$ cat config.mk
export PLATFORM = sky130hd
export DESIGN_NAME = bsg_cgol_board_reader
export DESIGN_NICKNAME = d
export VERILOG_FILES = /design/src/rtl/bsg_cgol_pkg.sv /design/src/rtl/bsg_cgol_board_reader.sv
export SDC_FILE = /design/constraint.sdc
export NUM_CORES = 1
export LEC_CHECK = 0
export BUFFER_PORTS_ARGS = -buffer_cell sky130_fd_sc_hd__buf_2
export CORE_AREA = 2 2 47 57
export CTS_BUF_LIST = sky130_fd_sc_hd__clkbuf_8
export CTS_CLUSTER_DIAMETER = 60
export DETAILED_ROUTE_END_ITERATION = 10
export DIE_AREA = 0 0 49 59
export GPL_ROUTABILITY_DRIVEN = 0
export GPL_TIMING_DRIVEN = 0
export PLACE_DENSITY = 0.83
export SYNTH_ARGS = -nofsm -noshare
export SYNTH_HDL_FRONTEND = slang
export SYNTH_SLANG_ARGS = --single-unit
$ cat constraint.sdc
create_clock -name clk_i -period 3.8 [get_ports clk_i]
set_input_delay 0.19 -clock clk_i [delete_from_list [all_inputs] [get_ports clk_i]]
set_output_delay 0.19 -clock clk_i [all_outputs]
set_load 0.02 [all_outputs]
$ cat src/rtl/bsg_cgol_pkg.sv
// bsg_cgol_pkg: shared types and sizing helpers for the CGOL board blocks
package bsg_cgol_pkg;

    typedef enum logic {eIdle, eSend} bsg_cgol_reader_state_e;

    function automatic int bsg_cgol_row_width(input int n);
        return (n > 1) ? $clog2(n) : 1;
    endfunction

endpackage

$ cat src/rtl/bsg_cgol_board_reader.sv
// bsg_cgol_board_reader: snapshots the cell grid on request and streams it out
// one row per beat over valid/yumi, counting fully delivered frames.
module bsg_cgol_board_reader
    import bsg_cgol_pkg::*;
#(
    parameter int board_width_p     = 4,
    parameter int frame_cnt_width_p = 8
) (
    input  logic                                         clk_i,
    input  logic                                         reset_n_i,
    input  logic [board_width_p*board_width_p-1:0]       board_i,
    input  logic                                         v_i,
    output logic                                         ready_o,
    output logic                                         v_o,
    output logic [board_width_p-1:0]                     data_o,
    output logic [bsg_cgol_row_width(board_width_p)-1:0] row_o,
    output logic                                         last_o,
    input  logic                                         yumi_i,
    output logic [frame_cnt_width_p-1:0]                 frame_cnt_o
);

    localparam int row_w_lp = bsg_cgol_row_width(board_width_p);
    localparam logic [row_w_lp-1:0] last_row_lp = row_w_lp'(board_width_p - 1);

    bsg_cgol_reader_state_e state_q, state_d;
    logic [board_width_p-1:0][board_width_p-1:0] snap_q, snap_d;
    logic [row_w_lp-1:0] row_q, row_d;
    logic [frame_cnt_width_p-1:0] frame_q, frame_d;
    logic capture, accept, done;

    assign capture = (state_q == eIdle) && v_i;
    assign accept  = (state_q == eSend) && yumi_i;
    assign done    = accept && (row_q == last_row_lp);

    always_ff @(posedge clk_i or negedge reset_n_i) begin
        if (!reset_n_i) begin
            state_q <= eIdle;
            snap_q  <= '0;
            row_q   <= '0;
            frame_q <= '0;
        end else begin
            state_q <= state_d;
            snap_q  <= snap_d;
            row_q   <= row_d;
            frame_q <= frame_d;
        end
    end

    always_comb begin
        state_d = capture ? eSend : (done ? eIdle : state_q);
        snap_d  = capture ? board_i : snap_q;
        row_d   = (capture || done) ? '0 : (accept ? row_q + 1'b1 : row_q);
        frame_d = done ? frame_q + 1'b1 : frame_q;
    end

    // Outputs depend only on registered state; no input reaches them combinationally.
    always_comb begin
        ready_o     = (state_q == eIdle);
        v_o         = (state_q == eSend);
        last_o      = v_o && (row_q == last_row_lp);
        data_o      = snap_q[row_q];
        row_o       = row_q;
        frame_cnt_o = frame_q;
    end

endmodule

==> impl_metrics.ini <==
[synthesis]
ys_types = 24
synth-seq-cells = 27
synth_area_um2 = 1276
syn_avg_cell_area_um2 = 14.84
synth-async-reset-ratio = 1.000
synth_warnings = 0
syn_nets = 108
synthCells = 86
synth_edf_count = 0
ys_seq_area_frac = 0.5294
ys.flop_type = dfrtp_1

[die]
die_y_um = 59
die_area_um2 = 2891
rows = 19
die_w_um = 49
start_util = 0.5534
num_io_pins = 37
core_area_um2 = 2306

[hold_path]
hp-class = in -> reg

[cts]
cts_buffer_depth = 2
cts_resized = 0
clock-sinks = 27
root_buffer = clkbuf_8
cts_buffers = 3
cts-htree-levels = 1
cts_tree = done
insertion_delay_ps = 260
clk_pin_slew_worst_paths_ps = 80

[grt]
grt_usage = 0.1772
grt_max_degree = 28
grt_pass1_wl_mm = 3.829
overflow = 0
antenna_found_initial = 0
grt_pass1_vias = 861

[sta]
clock.fmax_mhz = 566.7
fin_tns_setup_ps = 0
relSlewSlack = 0.6175
rsz0062_at_grt = no
timing.final.ws_setup_ps = 2035
drv_slew = 0
worst_pin_slew_ps = 573.7
hold_violations = 0
fin_crit_sh = 0.4644
fin_crit_ps = 1765
setup_violations = 0
clock_skew_ps = 0.8540
fin_hold_ws_ps = 142.1

[worst_setup_path]
path_max_fanout = 7
critPathTopFamily = multiplexers
critPathCapture = data_o[2]
rr_startpoint = row_o[1]
startpoint_type = flop
worstPathArrival_ps = 1570
cp_slowest_cell = mux4_2
path_common_cell = buf_2
critical_path_required_ps = 3610
rr_endpoint = frame_cnt_o[7]
crit_buf_inv = 2
crit_type = reg -> out
path_cells = buf_2 > mux4_2 > buf_2
critPathLaunch = row_o[0]
path_depth = 3
reg2reg_depth = 4
end_kind = output pin
r2r_slack_ps = 2280
max_stage_delay_ps = 520

[placed_design]
port_buffers = 36
post-place-ws_ps = 2287
dpl_cell_area_um2 = 1495
dp.cells = 153
hpwl_mm = 1.671

[layout]
syn_to_final_growth_pct = 21.47
layout.cells.non_filler = 158
final_core_utilization = 0.6723
nets = 150
diodes = 0
layout_common_cells = buf_2, dfrtp_1, mux2_4, mux2_2, inv_1
drive_gt1_frac = 0.5354
layout_commonest_cell = buf_2
final_area_um2 = 1550

[status]
outcome = complete, no violations

[drt]
drc = 0
dr.pass1.iters = 4
avgRoutedWirePerCell_um = 13.70
drt_iter0_markers = 15
routed_wirelength_mm = 2.164
ant_nets = 0
num_vias = 827
vias_per_cell = 5.234

[power_and_ir_drop]
pwr-share-comb = 0.455
peakVddDrop_mv = 0.4533
internal-power_mw = 0.7745
power_leakage_nw = 0.7689
p_switching_mw = 0.4270
p_total_mw = 1.201
clockPowerShare = 0.127
p_seq_frac = 0.418
powerDensity_nw_per_um2 = 775.0
sw_frac_of_total = 0.3554

[job]
drv_cap = 0
-- synthesized netlist by cell type, types with 2 or more instances --
master / n / area [um2]
dfrtp_1: 27 / 675.7
ha_1: 2 / 25.02
inv_1: 4 / 15.01
mux2_2: 7 / 78.83
mux2_4: 10 / 150.1
mux4_2: 4 / 90.09
nand2_1: 4 / 15.01
nand4_1: 2 / 12.51
nor2_1: 3 / 11.26
nor3_1: 3 / 15.01
o22ai_1: 2 / 12.51
xnor2_1: 3 / 26.28
xor2_1: 4 / 35.03
-- final cells by class --
| cell class | instances | area (um2) |
|---|---|---|
| Timing Repair Buffer | 37 | 190.2 |
| Clock buffer | 3 | 41.29 |
| Fill cell | 190 | 755.7 |
| Buffer | 3 | 36.28 |
| Multi-Input combinational cell | 52 | 549.3 |
| Tap cell | 31 | 38.79 |
| Inverter | 4 | 15.01 |
| Clock inverter | 1 | 3.754 |
| Sequential cell | 27 | 675.6 |
-- worst reg2reg max path, stage by stage (launching register included) --
cell and delay (ps):
dfrtp_1 530, ha_1 340, nand3_4 140, nor4_2 270
xor2_1 170
-- how the worst min path moves through the flow --
stage / startpoint / end / slack [ps] / cells past startpoint
floorplan: reset_n_i / frame_cnt_o[0] / -110 / 0
global placement: reset_n_i / frame_cnt_o[5] / 220 / 1
detailed placement: reset_n_i / frame_cnt_o[7] / 220 / 1
CTS: v_i / row_o[0] / 140 / 2
global route: board_i[9] / snap_q[9] / 140 / 2
finish: v_i / row_o[0] / 140 / 2
-- metal layers --
| metal | track usage | vias up | share of wire |
|---|---|---|---|
| met5 | 0 | - | 0 |
| met4 | 0.08571 | 0 | 0.014 |
| met3 | 0.03283 | 4 | 0.041 |
| met2 | 0.3131 | 25 | 0.53 |
| met1 | 0.2110 | 413 | 0.42 |
| li1 | - | 385 | - |
-- state kept, by name, summed over array words and instances (netlist names) --
signal / flops
frame_cnt_o: 8
v_o: 1
row_o: 2
snap_q: 16
-- power by group through the flow --
| stage | sequential, mW | combinational [mW] | clock, mW |
|---|---|---|---|
| after floorplan | 0.521 | 0.382 | 0 |
| final | 0.502 | 0.547 | 0.153 |
| after global routing | 0.523 | 0.586 | 0.171 |
| after detailed placement | 0.505 | 0.553 | 0 |
| after global placement | 0.499 | 0.539 | 0 |
| after CTS | 0.503 | 0.556 | 0.158 |
-- cell families after synthesis --
| logic type | count (synthesis) | share of synthesized area |
|---|---|---|
| flip-flops | 27 | 0.5294 |
| multiplexers | 22 | 0.2578 |
| adder cells (fa/ha/maj) | 2 | 0.01960 |
| XOR/XNOR | 7 | 0.04804 |
| AO/OA/AOI/OAI | 4 | 0.02255 |
| AND/OR/NAND/NOR | 17 | 0.08234 |
| buffers and inverters | 7 | 0.04019 |
-- timing repair --
action / 4_1_cts / 5_1_grt
hold buffers: 1 / 0
buffers inserted: 0 / 0
endpoints found under the hold margin: 27 / 0
No activity file was read; power rests on OpenSTA's default activity.
